File: config.mk
export PLATFORM = sky130hd
export DESIGN_NAME = instr_fetch_unit
export DESIGN_NICKNAME = d
export VERILOG_FILES = /design/src/rtl/cpu_pkg.sv /design/src/rtl/fetch_queue.sv /design/src/rtl/instr_fetch_unit.sv
export SDC_FILE = /design/constraint.sdc
export NUM_CORES = 1
export LEC_CHECK = 0
export BUFFER_PORTS_ARGS = -buffer_cell sky130_fd_sc_hd__buf_4
export CORE_MARGIN = 3
export CORE_UTILIZATION = 42
export CTS_CLUSTER_SIZE = 20
export DETAILED_ROUTE_END_ITERATION = 12
export SYNTH_ARGS = -nofsm -noshare
export SYNTH_HDL_FRONTEND = slang
export SYNTH_HIERARCHICAL = 1
export SYNTH_SLANG_ARGS = --single-unit
File: constraint.sdc
create_clock -name clk -period 2.9 [get_ports clk]
set_input_delay 0.145 -clock clk [delete_from_list [all_inputs] [get_ports clk]]
set_output_delay 0.145 -clock clk [all_outputs]
set_load 0.05 [all_outputs]
File: src/rtl/cpu_pkg.sv
// Shared definitions for the 8-bit, 2-bit-opcode CPU: opcodes, instruction field
// positions and the fetch FSM state type.
package cpu_pkg;

  localparam logic [1:0] OP_ALU = 2'b00;
  localparam logic [1:0] OP_LW  = 2'b01;
  localparam logic [1:0] OP_SW  = 2'b10;
  localparam logic [1:0] OP_J   = 2'b11;

  localparam int OPC_HI    = 7;
  localparam int OPC_LO    = 6;
  localparam int RS_HI     = 5;
  localparam int RS_LO     = 4;
  localparam int RT_HI     = 3;
  localparam int RT_LO     = 2;
  localparam int RD_IMM_HI = 1;
  localparam int RD_IMM_LO = 0;

  typedef enum logic [1:0] {
    FETCH = 2'd0,
    WAIT  = 2'd1,
    DROP  = 2'd2,
    HOLD  = 2'd3
  } fetch_state_t;

  function automatic logic is_jump(input logic [1:0] opc);
    return opc == OP_J;
  endfunction

endpackage

File: src/rtl/fetch_queue.sv
// Small synchronous prefetch FIFO. Flush clears everything (after any pop) and
// beats a simultaneous push; the head holds its last shown value while empty.
module fetch_queue #(
  parameter int WIDTH = 16,
  parameter int DEPTH = 2
) (
  input  logic                     clk,
  input  logic                     reset,
  input  logic                     i_push,
  input  logic                     i_pop,
  input  logic                     i_flush,
  input  logic [WIDTH-1:0]         i_din,
  output logic [WIDTH-1:0]         o_head,
  output logic [$clog2(DEPTH):0]   o_count
);

  localparam int AW = $clog2(DEPTH);

  logic [WIDTH-1:0] r_mem [DEPTH];
  logic [AW-1:0]    r_rptr;
  logic [AW-1:0]    r_wptr;
  logic [AW:0]      r_count;
  logic [WIDTH-1:0] r_last;
  logic             w_nonempty;
  logic             w_do_pop;
  logic             w_do_push;

  assign w_nonempty = r_count != '0;
  assign w_do_pop   = i_pop && w_nonempty;
  assign w_do_push  = i_push && !i_flush;

  always_ff @(posedge clk) begin
    if (w_do_push) begin
      r_mem[r_wptr] <= i_din;
    end
  end

  always_ff @(posedge clk) begin
    if (reset) begin
      r_rptr  <= '0;
      r_wptr  <= '0;
      r_count <= '0;
      r_last  <= '0;
    end else begin
      // Track the visible head so it can be replayed once the queue drains.
      if (w_nonempty) begin
        r_last <= r_mem[r_rptr];
      end
      if (i_flush) begin
        r_rptr  <= '0;
        r_wptr  <= '0;
        r_count <= '0;
      end else begin
        if (w_do_push) begin
          r_wptr <= r_wptr + AW'(1);
        end
        if (w_do_pop) begin
          r_rptr <= r_rptr + AW'(1);
        end
        unique case ({w_do_push, w_do_pop})
          2'b10:   r_count <= r_count + (AW+1)'(1);
          2'b01:   r_count <= r_count - (AW+1)'(1);
          default: r_count <= r_count;
        endcase
      end
    end
  end

  assign o_head  = w_nonempty ? r_mem[r_rptr] : r_last;
  assign o_count = r_count;

endmodule

File: src/rtl/instr_fetch_unit.sv
// Instruction fetch front end: owns the PC, issues one imem request at a time,
// buffers words in a prefetch queue and stalls after a jump until redirected.
module instr_fetch_unit
  import cpu_pkg::*;
#(
  parameter int PC_W    = 8,
  parameter int INSTR_W = 8,
  parameter int DEPTH   = 2
) (
  input  logic               clk,
  input  logic               reset,
  output logic               imem_req,
  output logic [PC_W-1:0]    imem_addr,
  input  logic               imem_ack,
  input  logic [INSTR_W-1:0] imem_rdata,
  output logic               dec_valid,
  input  logic               dec_ready,
  output logic [INSTR_W-1:0] dec_instr,
  output logic [1:0]         dec_opcode,
  output logic [PC_W-1:0]    dec_pc,
  input  logic               redirect_valid,
  input  logic [PC_W-1:0]    redirect_target,
  output logic               busy
);

  localparam int QW = PC_W + INSTR_W;
  localparam int CW = $clog2(DEPTH) + 1;

  fetch_state_t        r_state;
  fetch_state_t        w_next;
  logic [PC_W-1:0]     r_fetch_pc;
  logic [PC_W-1:0]     r_req_addr;
  logic [QW-1:0]       w_head;
  logic [CW-1:0]       w_count;
  logic                w_has_room;
  logic                w_push;
  logic                w_pop;
  logic                w_outstanding;

  assign w_has_room    = w_count != CW'(DEPTH);
  assign w_outstanding = (r_state == WAIT) || (r_state == DROP);
  assign w_push        = (r_state == WAIT) && imem_ack && !redirect_valid;
  assign w_pop         = dec_valid && dec_ready;

  always_comb begin
    w_next = r_state;
    unique case (r_state)
      FETCH: if (w_has_room) w_next = WAIT;
      WAIT:  if (imem_ack) w_next = is_jump(imem_rdata[INSTR_W-1 -: 2]) ? HOLD : FETCH;
      DROP:  if (imem_ack) w_next = FETCH;
      HOLD:  w_next = HOLD;
      default: w_next = FETCH;
    endcase
    // A request still in flight after the redirect must be drained as stale.
    if (redirect_valid) begin
      w_next = (w_outstanding && !imem_ack) ? DROP : FETCH;
    end
  end

  always_ff @(posedge clk) begin
    if (reset) begin
      r_state    <= FETCH;
      r_fetch_pc <= '0;
      r_req_addr <= '0;
    end else begin
      r_state <= w_next;
      if (redirect_valid) begin
        r_fetch_pc <= redirect_target;
      end else if (w_push) begin
        r_fetch_pc <= r_fetch_pc + PC_W'(1);
      end
      if (r_state == FETCH && w_next == WAIT) begin
        r_req_addr <= r_fetch_pc;
      end
    end
  end

  fetch_queue #(
    .WIDTH (QW),
    .DEPTH (DEPTH)
  ) u_queue (
    .clk     (clk),
    .reset   (reset),
    .i_push  (w_push),
    .i_pop   (w_pop),
    .i_flush (redirect_valid),
    .i_din   ({r_fetch_pc, imem_rdata}),
    .o_head  (w_head),
    .o_count (w_count)
  );

  assign imem_req   = w_outstanding;
  assign imem_addr  = r_req_addr;
  assign dec_valid  = w_count != '0;
  assign dec_pc     = w_head[QW-1 -: PC_W];
  assign dec_instr  = w_head[INSTR_W-1:0];
  assign dec_opcode = w_head[INSTR_W-1 -: 2];
  assign busy       = w_outstanding || (w_count != '0);

endmodule

Word-level counts from Yosys, hierarchy flattened

Memories as Yosys holds them, arrays and structs flattened. A register that Yosys moved wholly into a read port is not among the register bits.
Index checks and enable logic that the tools add are counted.

Input bits: 21
Memory bits (writable): 32
Logic and storage cells: 52
Bits in latches: 0
Bits in read-only memories: 0
Output and inout port bits: 29
Bits in registers: 38
Memories: 1

Order comparisons: 0
Bitwise gates (word level): 0
Add/sub/neg operators: 5
Multipliers: 0
Eq/ne operators: 8
Shift operators: 0
Divide/modulo/power cells: 0
Reductions and logical operators: 16
Mux-type cells: 15

Memories:

| name          | words | width | read ports | clocked after memory_dff | wr ports | RTL line          | text |
|---|---|---|---|---|---|---|---|
| u_queue.r_mem | 2     | 16    | 1          | 1                        | 1        | fetch_queue.sv:19 | `logic [WIDTH-1:0] r_mem [DEPTH];` |

Operators by type and width:

| kind                | number |
|---|---|
| $mux 16             | 1 |
| $mux 8              | 2 |
| $mux 2              | 6 |
| $add 8x1->8 const B | 1 |
| $eq 2x2->1 const B  | 4 |
| $pmux 2 s4          | 1 |
| $logic_and 1x1->1   | 7 |
| $eq 2x1->1 const B  | 3 |
| $reduce_bool 2->1   | 3 |
| $mux 1              | 4 |
| $pmux 2 s2          | 1 |
| $add 1x1->1 const B | 2 |
| $add 2x1->2 const B | 1 |
| $logic_not 1->1     | 2 |
| $logic_not 2->1     | 1 |
| $logic_or 1x1->1    | 2 |
| $ne 2x2->1 const B  | 1 |
| $reduce_or 2->1     | 1 |
| $sub 2x1->2 const B | 1 |

Depth between registers and ports, before layout

Word-level depth: 7
Gate-level depth with buffers: 9
Gate-level depth less buffers: 9

Hierarchy

The synthesis kept the hierarchy.

By module, submodules not included:

| module           | seq. area each (sq um) | area an instance (sq um) | cells each | instances |
|---|---|---|---|---|
| fetch_queue      | 1381.3                 | 1966.9                   | 161        | 1 |
| instr_fetch_unit | 360.3                  | 942.2                    | 106        | 1 |

Worst setup path after synthesis

Ideal clock, no wire load.

Path type: reg2reg
Start point: register u_queue.r_count[0], in the netlist u_queue/o_count[0]
End point: register u_queue.r_count[1], in the netlist u_queue/o_count[1]
Setup time: 0.086 ns
Setup slack: 0.772 ns
Required time: 2.814 ns
Cell stages (with the launch flop): 8
Arrival time: 2.042 ns
Clock period less this slack: 2.128 ns
Buffers on the path: 0
Cell sequence: dfxtp_1 > or2_2 > and2_1 > o21ai_0 > inv_1 > ha_1 > or3_1 > a211oi_1

Longest elaborated chain between the ends: 5
Elaborated cells on any way between the ends: 9
Those cells by class: add/sub: 2; eq/ne: 2; mux: 1; reduce/logical: 4

RTL lines:

| item                                            | RTL line               | text |
|---|---|---|
| from (decl)                                     | fetch_queue.sv:22      | `logic [AW:0] r_count;` |
| from (signal assigned)                          | fetch_queue.sv:61      | `2'b10: r_count <= r_count + (AW+1)'(1);` |
| from (signal assigned)                          | fetch_queue.sv:62      | `2'b01: r_count <= r_count - (AW+1)'(1);` |
| from (signal assigned)                          | fetch_queue.sv:63      | `default: r_count <= r_count;` |
| $reduce_bool 2->1 *                             | instr_fetch_unit.sv:94 | `assign dec_valid = w_count != '0;` |
| via dec_valid                                   | instr_fetch_unit.sv:16 | `output logic dec_valid,` |
| $logic_and 1x1->1 *                             | instr_fetch_unit.sv:43 | `assign w_pop = dec_valid && dec_ready;` |
| via w_pop                                       | instr_fetch_unit.sv:37 | `logic w_pop;` |
| $logic_and 1x1->1 *                             | fetch_queue.sv:29      | `assign w_do_pop = i_pop && w_nonempty;` |
| via u_queue.w_do_pop                            | fetch_queue.sv:25      | `logic w_do_pop;` |
| $eq 2x1->1 or $eq 2x2->1 (tied branches)        | fetch_queue.sv:60      | `unique case ({w_do_push, w_do_pop})` |
| $pmux 2 s2 or $reduce_bool 2->1 (tied branches) | -                      |  |

Mark *: on every way through the listed nets, which the timed path passes. The rest lies on a longest branch.
A chain may end at the register's enable or synchronous reset.

Worst setup path after layout

Start point: register r_state[1]
End point: register u_queue.r_count[1], in the netlist u_queue/o_count[1]

Longest elaborated chain between the ends: 6
Elaborated cells on any way between the ends: 8
Those cells by class: eq/ne: 3; mux: 1; reduce/logical: 4

RTL lines:

| item                                            | RTL line               | text |
|---|---|---|
| from (decl)                                     | instr_fetch_unit.sv:29 | `fetch_state_t r_state;` |
| from (signal assigned)                          | instr_fetch_unit.sv:66 | `r_state <= w_next;` |
| $eq 2x1->1 *                                    | instr_fetch_unit.sv:42 | `assign w_push = (r_state == WAIT) && imem_ack && !redirect_valid;` |
| $logic_and 1x1->1 * (2 in series)               | instr_fetch_unit.sv:42 |  |
| via w_push                                      | instr_fetch_unit.sv:36 | `logic w_push;` |
| $logic_and 1x1->1 *                             | fetch_queue.sv:30      | `assign w_do_push = i_push && !i_flush;` |
| $eq 2x1->1 or $eq 2x2->1 (tied branches)        | fetch_queue.sv:60      |  |
| $pmux 2 s2 or $reduce_bool 2->1 (tied branches) | -                      |  |

Marks and branches as above.

==> metrics.yaml <==
run_status:
  status: "finished clean"
synth:
  synth_fp_nets: 295
  synth-seq-cells: 71
  yosysTopAreaCell: "edfxtp_1"
  yosys.area.top_type_share_pct: 33.0
  synth.distinct_cells: 35
  ys.warnings.count: 6
  synth-seq-area-share_pct: 59.9
  syn_inst: 267
  synthTopCellsByArea: "edfxtp_1 33%, dfxtp_1 27%, nor2_1 6.5%"
  mappedNetlistArea_um2: 2910
  avgSynthCellArea_um2: 10.9
worst_setup_path:
  ff2ff_setup_slack_ns: 0.71
  critPathKind: "reg -> reg"
  startpoint_type: "register"
  cp_slowest_cell: "dfxtp_1"
  cp_cell_sequence: "inv_1 -> ha_1 -> nand2_1 -> nor2_1 -> nand2b_1 -> ha_1 -> or3_1 -> a211oi_1"
  r2r_end: "u_queue/o_count[1]"
  critPathCaptureType: "register"
  r2r_start: "r_state[1]"
  arrival_ns: 2.44
  cp_common_cell: "ha_1"
  critPathBufInv: 1
  critPathMaxFanout: 6
  crit_path_start: "r_state[1]"
  path_delay_family: "simple AND/OR/NAND/NOR gates"
  ff2ff_path_depth: 8
  path_depth: 8
  worstPathRequired_ns: 3.14
  max_stage_delay_ns: 0.37
  endpoint: "u_queue/o_count[1]"
cts:
  clock_path_buffers: 2
  clkLatencyLatePin_ns: 0.32
  cts.sinks: 71
  cts_setup_buffers: 0
  cts_tree: "done"
  path_clk_slew_ns: 0.08
  clock-root-buffer: "clkbuf_8"
  cts_made_buffers: 9
  htreeDepth: 3
cells_and_area:
  drive_gt1_share_pct: 22.7
  fillers: 591
  syn_to_final_growth_pct: 25.0
  n_antenna_cell: 0
  nets: 353
  post-route-cell-area_um2: 3640
die:
  core-area_um2: 6530
  die-height_um: 89.2
  row_count: 29
  start_util_pct: 44.5
  ios: 50
  die_w_um: 89.2
  die-area_um2: 7960
grt:
  grt.total_usage_pct: 15.0
  overflow: 0
  grt_pass1_wl_mm: 8.95
  antenna_found_initial: 0
  grt_start_max_net_pins: 40
  grt_pass1_vias: 1840
sta:
  fmaxAchievable_mhz: 456
  worst_slew_pin_slew_ns: 0.502
  finalHoldViolations: 0
  setup_viol: 0
  slew_violations: 0
  period_minus_slack_ns: 2.19
  fin_skew_ns: 0.0101
  fin_tns_setup_ns: 0
  rsz0062_at_grt: "no"
  slew_headroom_pct: 66.5
  period_share_pct: 75.6
route:
  wl_per_cell_um: 13.8
  drtPass1Iterations: 4
  drc: 0
  wl_mm: 5.61
  viasPerCell: 5.02
  ant_nets: 0
  drt_iter0_markers: 82
  vias: 2043
power_and_ir_drop:
  power.switching_uw: 479
  p_comb_share_pct: 8.4
  internal-power_uw: 1670
  clockPowerShare_pct: 41.1
  seqPwrFrac_pct: 50.6
  p_leak_uw: 0.00144
  power.density_nw_per_um2: 590
  ir_drop_uv: 240
  swShare_pct: 22.3
place:
  place_hpwl_mm: 3.77
  place_area_um2: 3350
  gp_congestion: 0.750
  portBuffers: 49
flow_run:
  cap_violations: 0
worst_hold_path:
  hold_class: "in -> reg"
[worst register-to-register path: stages, from the launching register on]
cell and delay [ns]:
dfxtp_1 0.37, inv_1 0.12, ha_1 0.25, nand2_1 0.15, nor2_1 0.17, nand2b_1 0.12, ha_1 0.33, or3_1 0.37
a211oi_1 0.23
[worst min-delay path by stage]
stage,from,endpoint,slack (ns),cells past startpoint
3_3_place_gp,imem_rdata[0],u_queue/r_mem[1][0],0.33,1
4_1_cts,imem_rdata[7],u_queue/r_mem[0][7],0.02,1
5_1_grt,imem_rdata[7],u_queue/r_mem[0][7],0.02,1
3_5_place_dp,imem_rdata[2],u_queue/r_mem[1][2],0.34,1
6_report,imem_rdata[7],u_queue/r_mem[0][7],0.04,1
2_1_floorplan,redirect_valid,u_queue/r_wptr,0.22,1
[final cells by class]
| type | count | area, µm² | share of cell area, % |
|---|---|---|---|
| multi-input cells | 177 | 1080 | 29.7 |
| well taps | 77 | 96.3 | 2.65 |
| clock inverters | 5 | 80.1 | 2.20 |
| inverters | 6 | 22.5 | 0.619 |
| flip-flops and latches | 71 | 1740 | 47.9 |
| repair buffers | 60 | 465 | 12.8 |
| clock buffers | 11 | 151 | 4.16 |
[timing repair]
action / 4_1_cts / 5_1_grt
resized for setup: 0 / 0
hold buffers: 6 / 0
hold endpoints to repair: 12 / 0
[metrics by stage]
stage	hold WS, ns	util [%]	total power (µW)	std cells	worst slack, ns
after floorplan	0.222	-	1220	267	0.772
after global routing	0.0188	55.7	2240	407	0.540
after detailed placement	0.336	51.2	1280	385	0.698
final	0.0382	55.7	2140	407	0.707
after CTS	0.0185	55.7	2170	407	0.682
after global placement	0.331	51.2	1280	385	0.834
[Yosys cell counts]
cell	instances
or3_1	4
buf_1	1
and4_1	1
xnor2_1	4
a21boi_0	1
nand2b_1	3
buf_2	3
a21oi_4	1
o32ai_1	1
nand2_1	9
o31ai_1	1
or3b_1	1
nor2b_1	14
dfxtp_1	39
xor2_1	5
or4b_2	1
a311oi_1	4
and2_1	1
ha_1	7
nor3_1	21
mux2i_1	8
and2b_1	3
nor2_1	50
clkbuf_1	5
nand4_1	2
or2_2	3
buf_4	3
clkbuf_2	1
o21ai_0	5
a21oi_1	3
inv_1	6
nand3_1	3
edfxtp_1	32
a211oi_1	20
o21bai_1	1
[state kept, by name, indices dropped and copies added (netlist names), named ones only]
register and count:
r_state 2, imem_addr 8, u_queue/r_rptr 1, u_queue/o_count 2
u_queue/r_mem 32, u_queue/r_wptr 1, u_queue/r_last 16, r_fetch_pc 8
[cells in the final DEF, fill, tap and decap left out]
cell / instances
a21oi_1: 3
bufinv_16: 2
nand4_1: 2
dlygate4sd3_1: 6
or3_1: 4
xnor2_1: 4
nand2b_1: 3
inv_1: 6
nand3_1: 3
or4b_2: 1
nor2b_1: 14
or3b_1: 1
o32ai_1: 1
clkbuf_8: 11
a21boi_0: 1
and2b_1: 3
clkinv_2: 1
edfxtp_1: 32
buf_4: 54
o21ai_0: 5
and2_1: 1
xor2_1: 5
or2_2: 3
mux2i_1: 8
ha_1: 7
clkinvlp_4: 2
a21oi_4: 1
nor3_1: 21
and4_1: 1
dfxtp_1: 39
nand2_1: 9
o21bai_1: 1
nor2_1: 50
o31ai_1: 1
a211oi_1: 20
a311oi_1: 4
[layer usage]
metal | global-route usage [%] | routed length (µm) | vias up
met5 | 0 | 0 | -
met4 | 6.90 | 51 | 0
met3 | 3.50 | 236 | 4
met2 | 24.0 | 2570 | 39
met1 | 19.2 | 2750 | 933
li1 | - | - | 1067
[power groups by stage]
| stage | sequential, µW | combinational, µW | clock [µW] |
|---|---|---|---|
| floorplan | 1120 | 98.0 | 0 |
| global placement | 1110 | 174 | 0 |
| detailed placement | 1110 | 174 | 0 |
| CTS | 1080 | 182 | 905 |
| global route | 1090 | 195 | 954 |
| finish | 1080 | 179 | 881 |
[kinds of logic (layout without fill, tap and decap cells)]
kind of cell / after synthesis / count (layout) / share of synthesized area, %
AOI/OAI and AO/OA: 37 / 37 / 9.38
muxes: 8 / 8 / 2.75
xor gates and xnor gates: 9 / 9 / 2.71
adders and majority gates: 7 / 7 / 3.01
buffers and inverters: 19 / 82 / 3.01
and+or+nand+nor: 116 / 116 / 19.3
DFF: 71 / 71 / 59.9
(Power assumes the default switching activity.)
